<file path="config.mk">
export PLATFORM = sky130hd
export DESIGN_NAME = wb_compressor_param_flat
export DESIGN_NICKNAME = d
export VERILOG_FILES = /design/src/rtl/wb_compressor_param_if.sv /design/src/rtl/wb_compressor_param.sv /design/src/flat_wrapper.sv
export SDC_FILE = /design/constraint.sdc
export NUM_CORES = 1
export LEC_CHECK = 0
export CAP_MARGIN = 20
export CORE_MARGIN = 2
export CORE_UTILIZATION = 35
export DETAILED_ROUTE_END_ITERATION = 7
export DONT_BUFFER_PORTS = 1
export PLACE_DENSITY_LB_ADDON = 0.2
export SYNTH_ARGS = -nofsm -noshare
export SYNTH_HDL_FRONTEND = slang
export SYNTH_SLANG_ARGS = --single-unit
</file>
<file path="constraint.sdc">
create_clock -name i_clk -period 1.9 [get_ports i_clk]
set_input_delay 0.38 -clock i_clk [delete_from_list [all_inputs] [get_ports i_clk]]
set_output_delay 0.38 -clock i_clk [all_outputs]
set_load 0.01 [all_outputs]
</file>
<file path="src/rtl/wb_compressor_param_if.sv">
// Core-side wishbone and compressed-bus signals of the wishbone compressor.
// The compressor uses the master modport; the core/pad environment uses slave.
interface wb_compressor_param_if #(
  parameter int unsigned CW_W      = 16,
  parameter int unsigned WB_DATA_W = 16,
  parameter int unsigned WB_ADDR_W = 24
);
  localparam int unsigned SEL_W = WB_DATA_W / 8;

  logic                 wb_cyc;
  logic                 wb_stb;
  logic                 wb_we;
  logic [WB_ADDR_W-1:0] wb_adr;
  logic [WB_DATA_W-1:0] wb_o_dat;
  logic [SEL_W-1:0]     wb_sel;
  logic                 wb_4_burst;
  logic                 wb_8_burst;
  logic [WB_DATA_W-1:0] wb_i_dat;
  logic                 wb_ack;
  logic                 wb_err;

  logic [CW_W-1:0]      cw_io_o;
  logic [CW_W-1:0]      cw_io_i;
  logic                 cw_req;
  logic                 cw_dir;
  logic                 cw_ack;
  logic                 cw_err;

  modport master (
    input  wb_cyc, wb_stb, wb_we, wb_adr, wb_o_dat, wb_sel, wb_4_burst, wb_8_burst,
    output wb_i_dat, wb_ack, wb_err,
    output cw_io_o, cw_req, cw_dir,
    input  cw_io_i, cw_ack, cw_err
  );

  modport slave (
    output wb_cyc, wb_stb, wb_we, wb_adr, wb_o_dat, wb_sel, wb_4_burst, wb_8_burst,
    input  wb_i_dat, wb_ack, wb_err,
    input  cw_io_o, cw_req, cw_dir,
    output cw_io_i, cw_ack, cw_err
  );
endinterface

</file>
<file path="src/rtl/wb_compressor_param.sv">
// Wishbone to compressed-bus master: serialises header, address and data into
// CW_W-wide beats, with per-word acks, error abort and response timeout.
module wb_compressor_param #(
  parameter int unsigned CW_W      = 16,
  parameter int unsigned WB_DATA_W = 16,
  parameter int unsigned WB_ADDR_W = 24,
  parameter int unsigned TIMEOUT   = 255
) (
  input  logic                         i_clk,
  input  logic                         i_rst,
  wb_compressor_param_if.master        bus,
  output logic                         o_busy
);
  localparam int unsigned SEL_W      = WB_DATA_W / 8;
  localparam int unsigned ADDR_BEATS = (WB_ADDR_W + CW_W - 1) / CW_W;
  localparam int unsigned DATA_BEATS = WB_DATA_W / CW_W;
  localparam int unsigned AW_PAD     = ADDR_BEATS * CW_W;
  localparam int unsigned TW         = (TIMEOUT > 0) ? $clog2(TIMEOUT + 1) : 1;
  localparam int unsigned TMO_LAST   = (TIMEOUT > 0) ? TIMEOUT - 1 : 0;

  typedef enum logic [2:0] {IDLE, HDR, ADDR, WDATA, WWAIT, RDATA} state_t;

  state_t               state;
  logic                 we_q;
  logic [2:0]           last_word;
  logic [2:0]           word_cnt;
  logic [7:0]           beat_cnt;
  logic                 loaded;
  logic [AW_PAD-1:0]    adr_sr;
  logic [WB_DATA_W-1:0] wd_sr;
  logic [WB_DATA_W-1:0] rd_buf;
  logic [WB_DATA_W-1:0] rd_next;
  logic [TW-1:0]        tmo_cnt;
  logic [CW_W-1:0]      hdr_beat;
  logic                 load_ok;
  logic                 tmo_hit;

  always_comb begin
    hdr_beat              = '0;
    hdr_beat[0]           = bus.wb_we;
    hdr_beat[2:1]         = bus.wb_8_burst ? 2'd2 : (bus.wb_4_burst ? 2'd1 : 2'd0);
    hdr_beat[3 +: SEL_W]  = bus.wb_sel;
    rd_next = (rd_buf >> CW_W) | (WB_DATA_W'(bus.cw_io_i) << (WB_DATA_W - CW_W));
    // Word data is taken only once the previous word's ack pulse has been seen,
    // so a registered master has had a cycle to present the next word.
    load_ok = bus.wb_stb && !bus.wb_ack;
    tmo_hit = (TIMEOUT != 0) && (tmo_cnt == TW'(TMO_LAST));
  end

  assign o_busy = (state != IDLE);

  always_ff @(posedge i_clk or negedge i_rst) begin
    if (!i_rst) begin
      state        <= IDLE;
      we_q         <= 1'b0;
      last_word    <= '0;
      word_cnt     <= '0;
      beat_cnt     <= '0;
      loaded       <= 1'b0;
      adr_sr       <= '0;
      wd_sr        <= '0;
      rd_buf       <= '0;
      tmo_cnt      <= '0;
      bus.wb_i_dat <= '0;
      bus.wb_ack   <= 1'b0;
      bus.wb_err   <= 1'b0;
      bus.cw_io_o  <= '0;
      bus.cw_req   <= 1'b0;
      bus.cw_dir   <= 1'b0;
    end else begin
      bus.wb_ack <= 1'b0;
      bus.wb_err <= 1'b0;
      if (state != WWAIT && state != RDATA) tmo_cnt <= '0;

      unique case (state)
        IDLE: begin
          bus.cw_req  <= 1'b0;
          bus.cw_dir  <= 1'b0;
          bus.cw_io_o <= '0;
          if (bus.wb_cyc && bus.wb_stb) begin
            state       <= HDR;
            we_q        <= bus.wb_we;
            last_word   <= bus.wb_8_burst ? 3'd7 : (bus.wb_4_burst ? 3'd3 : 3'd0);
            word_cnt    <= '0;
            beat_cnt    <= '0;
            adr_sr      <= AW_PAD'(bus.wb_adr);
            bus.cw_req  <= 1'b1;
            bus.cw_dir  <= 1'b1;
            bus.cw_io_o <= hdr_beat;
          end
        end

        HDR: begin
          state       <= ADDR;
          beat_cnt    <= '0;
          bus.cw_io_o <= adr_sr[CW_W-1:0];
          adr_sr      <= adr_sr >> CW_W;
        end

        ADDR: begin
          if (beat_cnt == 8'(ADDR_BEATS - 1)) begin
            beat_cnt    <= '0;
            loaded      <= 1'b0;
            bus.cw_dir  <= 1'b0;
            bus.cw_io_o <= '0;
            if (we_q) begin
              state <= WDATA;
              if (load_ok) begin
                bus.cw_io_o <= bus.wb_o_dat[CW_W-1:0];
                wd_sr       <= bus.wb_o_dat >> CW_W;
                bus.cw_dir  <= 1'b1;
                loaded      <= 1'b1;
              end
            end else begin
              state <= RDATA;
            end
          end else begin
            beat_cnt    <= beat_cnt + 8'd1;
            bus.cw_io_o <= adr_sr[CW_W-1:0];
            adr_sr      <= adr_sr >> CW_W;
          end
        end

        WDATA: begin
          if (!loaded) begin
            if (load_ok) begin
              bus.cw_io_o <= bus.wb_o_dat[CW_W-1:0];
              wd_sr       <= bus.wb_o_dat >> CW_W;
              bus.cw_dir  <= 1'b1;
              loaded      <= 1'b1;
            end
          end else if (beat_cnt == 8'(DATA_BEATS - 1)) begin
            state       <= WWAIT;
            beat_cnt    <= '0;
            loaded      <= 1'b0;
            bus.cw_dir  <= 1'b0;
            bus.cw_io_o <= '0;
          end else begin
            beat_cnt    <= beat_cnt + 8'd1;
            bus.cw_io_o <= wd_sr[CW_W-1:0];
            wd_sr       <= wd_sr >> CW_W;
          end
        end

        WWAIT: begin
          if (bus.cw_err || (!bus.cw_ack && tmo_hit)) begin
            state      <= IDLE;
            bus.cw_req <= 1'b0;
            bus.wb_err <= bus.wb_cyc;
          end else if (bus.cw_ack) begin
            bus.wb_ack <= bus.wb_cyc;
            if (word_cnt == last_word) begin
              state      <= IDLE;
              bus.cw_req <= 1'b0;
            end else begin
              state    <= WDATA;
              word_cnt <= word_cnt + 3'd1;
              beat_cnt <= '0;
              loaded   <= 1'b0;
            end
          end else begin
            tmo_cnt <= tmo_cnt + TW'(1);
          end
        end

        RDATA: begin
          if (bus.cw_err || (!bus.cw_ack && tmo_hit)) begin
            state      <= IDLE;
            bus.cw_req <= 1'b0;
            bus.wb_err <= bus.wb_cyc;
          end else if (bus.cw_ack) begin
            tmo_cnt <= '0;
            rd_buf  <= rd_next;
            if (beat_cnt == 8'(DATA_BEATS - 1)) begin
              beat_cnt     <= '0;
              bus.wb_i_dat <= rd_next;
              bus.wb_ack   <= bus.wb_cyc;
              if (word_cnt == last_word) begin
                state      <= IDLE;
                bus.cw_req <= 1'b0;
              end else begin
                word_cnt <= word_cnt + 3'd1;
              end
            end else begin
              beat_cnt <= beat_cnt + 8'd1;
            end
          end else begin
            tmo_cnt <= tmo_cnt + TW'(1);
          end
        end

        default: begin
          state      <= IDLE;
          bus.cw_req <= 1'b0;
          bus.cw_dir <= 1'b0;
        end
      endcase
    end
  end
endmodule

</file>
<file path="src/flat_wrapper.sv">
// flat-port wrapper written by rule: the top's interface ports become plain ports
module wb_compressor_param_flat 
#(
  parameter int unsigned CW_W      = 16,
  parameter int unsigned WB_DATA_W = 16,
  parameter int unsigned WB_ADDR_W = 24,
  parameter int unsigned TIMEOUT   = 255
)
  (i_clk, i_rst, o_busy, bus_wb_cyc, bus_wb_stb, bus_wb_we, bus_wb_adr, bus_wb_o_dat, bus_wb_sel, bus_wb_4_burst, bus_wb_8_burst, bus_wb_i_dat, bus_wb_ack, bus_wb_err, bus_cw_io_o, bus_cw_req, bus_cw_dir, bus_cw_io_i, bus_cw_ack, bus_cw_err);
  wb_compressor_param_if #(.CW_W(CW_W), .WB_DATA_W(WB_DATA_W), .WB_ADDR_W(WB_ADDR_W)) bus_i ();
  input  logic i_clk;
  input  logic i_rst;
  output logic o_busy;
  input wire logic [$bits(bus_i.wb_cyc)-1:0] bus_wb_cyc;
  input wire logic [$bits(bus_i.wb_stb)-1:0] bus_wb_stb;
  input wire logic [$bits(bus_i.wb_we)-1:0] bus_wb_we;
  input wire logic [$bits(bus_i.wb_adr)-1:0] bus_wb_adr;
  input wire logic [$bits(bus_i.wb_o_dat)-1:0] bus_wb_o_dat;
  input wire logic [$bits(bus_i.wb_sel)-1:0] bus_wb_sel;
  input wire logic [$bits(bus_i.wb_4_burst)-1:0] bus_wb_4_burst;
  input wire logic [$bits(bus_i.wb_8_burst)-1:0] bus_wb_8_burst;
  output wire logic [$bits(bus_i.wb_i_dat)-1:0] bus_wb_i_dat;
  output wire logic [$bits(bus_i.wb_ack)-1:0] bus_wb_ack;
  output wire logic [$bits(bus_i.wb_err)-1:0] bus_wb_err;
  output wire logic [$bits(bus_i.cw_io_o)-1:0] bus_cw_io_o;
  output wire logic [$bits(bus_i.cw_req)-1:0] bus_cw_req;
  output wire logic [$bits(bus_i.cw_dir)-1:0] bus_cw_dir;
  input wire logic [$bits(bus_i.cw_io_i)-1:0] bus_cw_io_i;
  input wire logic [$bits(bus_i.cw_ack)-1:0] bus_cw_ack;
  input wire logic [$bits(bus_i.cw_err)-1:0] bus_cw_err;
  assign bus_i.wb_cyc = bus_wb_cyc;
  assign bus_i.wb_stb = bus_wb_stb;
  assign bus_i.wb_we = bus_wb_we;
  assign bus_i.wb_adr = bus_wb_adr;
  assign bus_i.wb_o_dat = bus_wb_o_dat;
  assign bus_i.wb_sel = bus_wb_sel;
  assign bus_i.wb_4_burst = bus_wb_4_burst;
  assign bus_i.wb_8_burst = bus_wb_8_burst;
  assign bus_wb_i_dat = bus_i.wb_i_dat;
  assign bus_wb_ack = bus_i.wb_ack;
  assign bus_wb_err = bus_i.wb_err;
  assign bus_cw_io_o = bus_i.cw_io_o;
  assign bus_cw_req = bus_i.cw_req;
  assign bus_cw_dir = bus_i.cw_dir;
  assign bus_i.cw_io_i = bus_cw_io_i;
  assign bus_i.cw_ack = bus_cw_ack;
  assign bus_i.cw_err = bus_cw_err;
  wb_compressor_param #(.CW_W(CW_W), .WB_DATA_W(WB_DATA_W), .WB_ADDR_W(WB_ADDR_W), .TIMEOUT(TIMEOUT)) u_core (.i_clk(i_clk), .i_rst(i_rst), .bus(bus_i), .o_busy(o_busy));
endmodule
</file>
==> results.ini <==
[timing]
finalSetupViolations = 13
finalCritPeriodShare_pct = 103
max_freq_ghz = 0.510
drv_slew = 0
hold_viol_final = 102
period_minus_slack_ns = 1.96
rsz0062_at_grt = true
finClkSkew_ns = 0.0106
hold_slack_ns = -0.289
slew_headroom_pct = 67.0
worstMarginPinSlew_ns = 0.490
fin_ws_ns = -0.0621

[cells_and_area]
fin_util_pct = 45.1
nets = 603
syn_to_final_growth_pct = 25.0
fill_cells = 1320
final_cells = 716
drive_gt1_share_pct = 29.0

[global_route]
use_met2_pct = 26.5
grt_use_met3_pct = 6.59
grt_usage_pct = 17.8
grt_overflow = 0
grt_pass1_vias = 3879
antenna_found_initial = 1
grt_pass1_wl_um = 20700
use_met1_pct = 24.6
grt_max_degree = 103
grt.busiest_layer = met2

[worst_setup_path]
timing.rr.end = u_core.beat_cnt[7]
critPathCapture = u_core.beat_cnt[7]
path_max_fanout = 6
r2r-start = u_core.beat_cnt[6]
cp-start-kind = flip-flop
endpoint_kind = flip-flop
reg2reg_depth = 6
critPathArrivalTime_ns = 2.18
cp.required_ns = 2.12
r2r_setup_slack_ns = -0.06
startpoint = u_core.beat_cnt[6]
path_class = reg -> reg

[yosys]
synth_warnings = 0
synth_seq_cells = 102
synthArstFlopShare_pct = 100
syn_avg_cell_area_sq_um = 10.6
yosysSeqAreaShare_pct = 50.6
synth_cell_types = 68
yosys-top-cells-count = 102 x dfrtp_1, 62 x nand2_1, 37 x o21ai_0, 25 x nor2_1, 23 x nor2b_1
synth_ff_type = dfrtp_1
ys_top_cells_by_area = dfrtp_1 51%, nand2_1 4.6%, o21ai_0 3.7%
syn_nets = 548
syn_area_sq_mm = 0.00504
synth_edf_count = 0
synth_top_area_share_pct = 50.6
synthCells = 475
yosysMostFrequentCell = dfrtp_1
yosysTopAreaCell = dfrtp_1

[placement]
io_buffers = 0
dp_hpwl_um = 9250
pre_cts_ws_ns = -0.0445
dp.cells = 682
globalplace.congestion = 0.828

[die]
dieArea_sq_mm = 0.0154
start_util_pct = 36.0
die_h_um = 124
coreArea_sq_mm = 0.0140
rows = 43
ios = 104
die-width_um = 124

[route]
final_antenna_net_count = 0
drt-initial-drc-count = 257
vias = 3900
drt-total-wl_um = 13600
wire_per_inst_um = 19.0
routed_via_density = 5.45
dr.pass1.iters = 7
drc = 0

[clock_network]
clockBufferDepth = 2
htree_num_levels = 3
worst_skew_pair.late_latency_ns = 0.36
clkTransAtPathRegs_ns = 0.08
cts_buffers = 9
cts_tree = done
cts_sinks = 102
cts_root_buf = clkbuf_16

[power_and_ir_drop]
ir_drop_v = 0.000650
p_leak_uw = 0.00285
power_density_mw_per_mm2 = 1460

[outcome]
violations = hold timing, setup timing
status = complete, but fails checks

[min_path]
hold_path.class = in -> async

[flow_run]
drv_cap = 0

-- metal layers --
metal	wire, um	share of wire [%]
met1	6320	46
met2	6120	45
met3	1000	7.4
met4	157	1.2
met5	0	0
-- how the worst min path moves through the flow --
stage / from / endpoint / slack (ns) / cells after the start
2_1_floorplan: i_rst / u_core.adr_sr[0] / 0.08 / 0
3_3_place_gp: i_rst / u_core.tmo_cnt[2] / 0.09 / 0
3_5_place_dp: i_rst / u_core.tmo_cnt[3] / 0.09 / 0
4_1_cts: i_rst / u_core.tmo_cnt[6] / -0.30 / 0
5_1_grt: i_rst / u_core.tmo_cnt[4] / -0.30 / 0
6_report: i_rst / u_core.tmo_cnt[6] / -0.29 / 0
-- report_power, final --
part           internal [uW]  switching, uW
Clock                   1220            878
Combinational           1780           2110
Sequential              2690            492
-- critical path, stage by stage (launching register included) --
cell and delay, ns:
dfrtp_1 0.43, buf_6 0.14, or4_4 0.45, o32ai_4 0.35, a31oi_1 0.11, o31ai_2 0.24
o41ai_2 0.12
-- layout by cell type (no fill, tap or decap), drive strengths merged, types with 11 or more instances in the layout --
master / netlist / routed
dfrtp: 102 / 102
buf: 14 / 67
nand2: 62 / 62
o21ai: 38 / 38
nor2: 26 / 26
nor2b: 23 / 23
nand3: 22 / 22
mux2: 20 / 20
a21oi: 15 / 15
a222oi: 11 / 11
-- area by class of cell --
class | instances | area, sq um | area share (%)
flip-flops and latches | 102 | 2550 | 40.5
multi-input cells | 343 | 2550 | 40.4
diodes | 1 | 2.50 | 0.0397
inverters | 7 | 26.3 | 0.417
well taps | 180 | 225 | 3.57
clock buffers | 10 | 239 | 3.79
repair buffers | 67 | 608 | 9.65
clock inverters | 6 | 100 | 1.59
-- stage by stage --
step           power (uW)  setup TNS, ns  hold slack, ns  instance area (sq um)
6_report             9170         -0.493          -0.289                   6300
5_1_grt              9770          -2.84          -0.304                   6300
4_1_cts              8950        -0.0830          -0.301                   6020
3_5_place_dp         6720         -0.627          0.0870                   5590
3_3_place_gp         6630      -0.000203          0.0882                   5590
2_1_floorplan        5560              0          0.0844                   5050
-- flip-flops by register name, summed over array words and instances (netlist names) --
signal	flops
u_core.adr_sr	24
u_core.bus.cw_io_o	16
u_core.bus.wb_i_dat	16
u_core.wd_sr	16
u_core.beat_cnt	8
u_core.tmo_cnt	8
u_core.state	3
u_core.word_cnt	3
u_core.last_word	2
u_core.bus.cw_dir	1
u_core.bus.cw_req	1
u_core.bus.wb_ack	1
u_core.bus.wb_err	1
u_core.loaded	1
u_core.we_q	1
-- logic make-up (layout without fill, tap and decap cells) --
logic type | count (synthesis) | count (layout) | synth area share [%]
and+or+nand+nor | 177 | 177 | 18.5
muxes | 30 | 30 | 7.20
other | 0 | 1 | 0
DFF | 102 | 102 | 50.6
AOI/OAI and AO/OA | 122 | 122 | 17.7
xor gates and xnor gates | 8 | 8 | 1.39
buffers and inverters | 30 | 90 | 3.10
adders and majority gates | 6 | 6 | 1.49
-- timing repair --
action | CTS | global route
cloned | 1 | 0
endpoints found under the hold margin | 102 | 102
setup buffers | 7 | 10
resized for setup | 10 | 45
pin swaps | 4 | 13
setup endpoints to repair | 34 | 48
No activity file was read; power rests on OpenSTA's default activity.
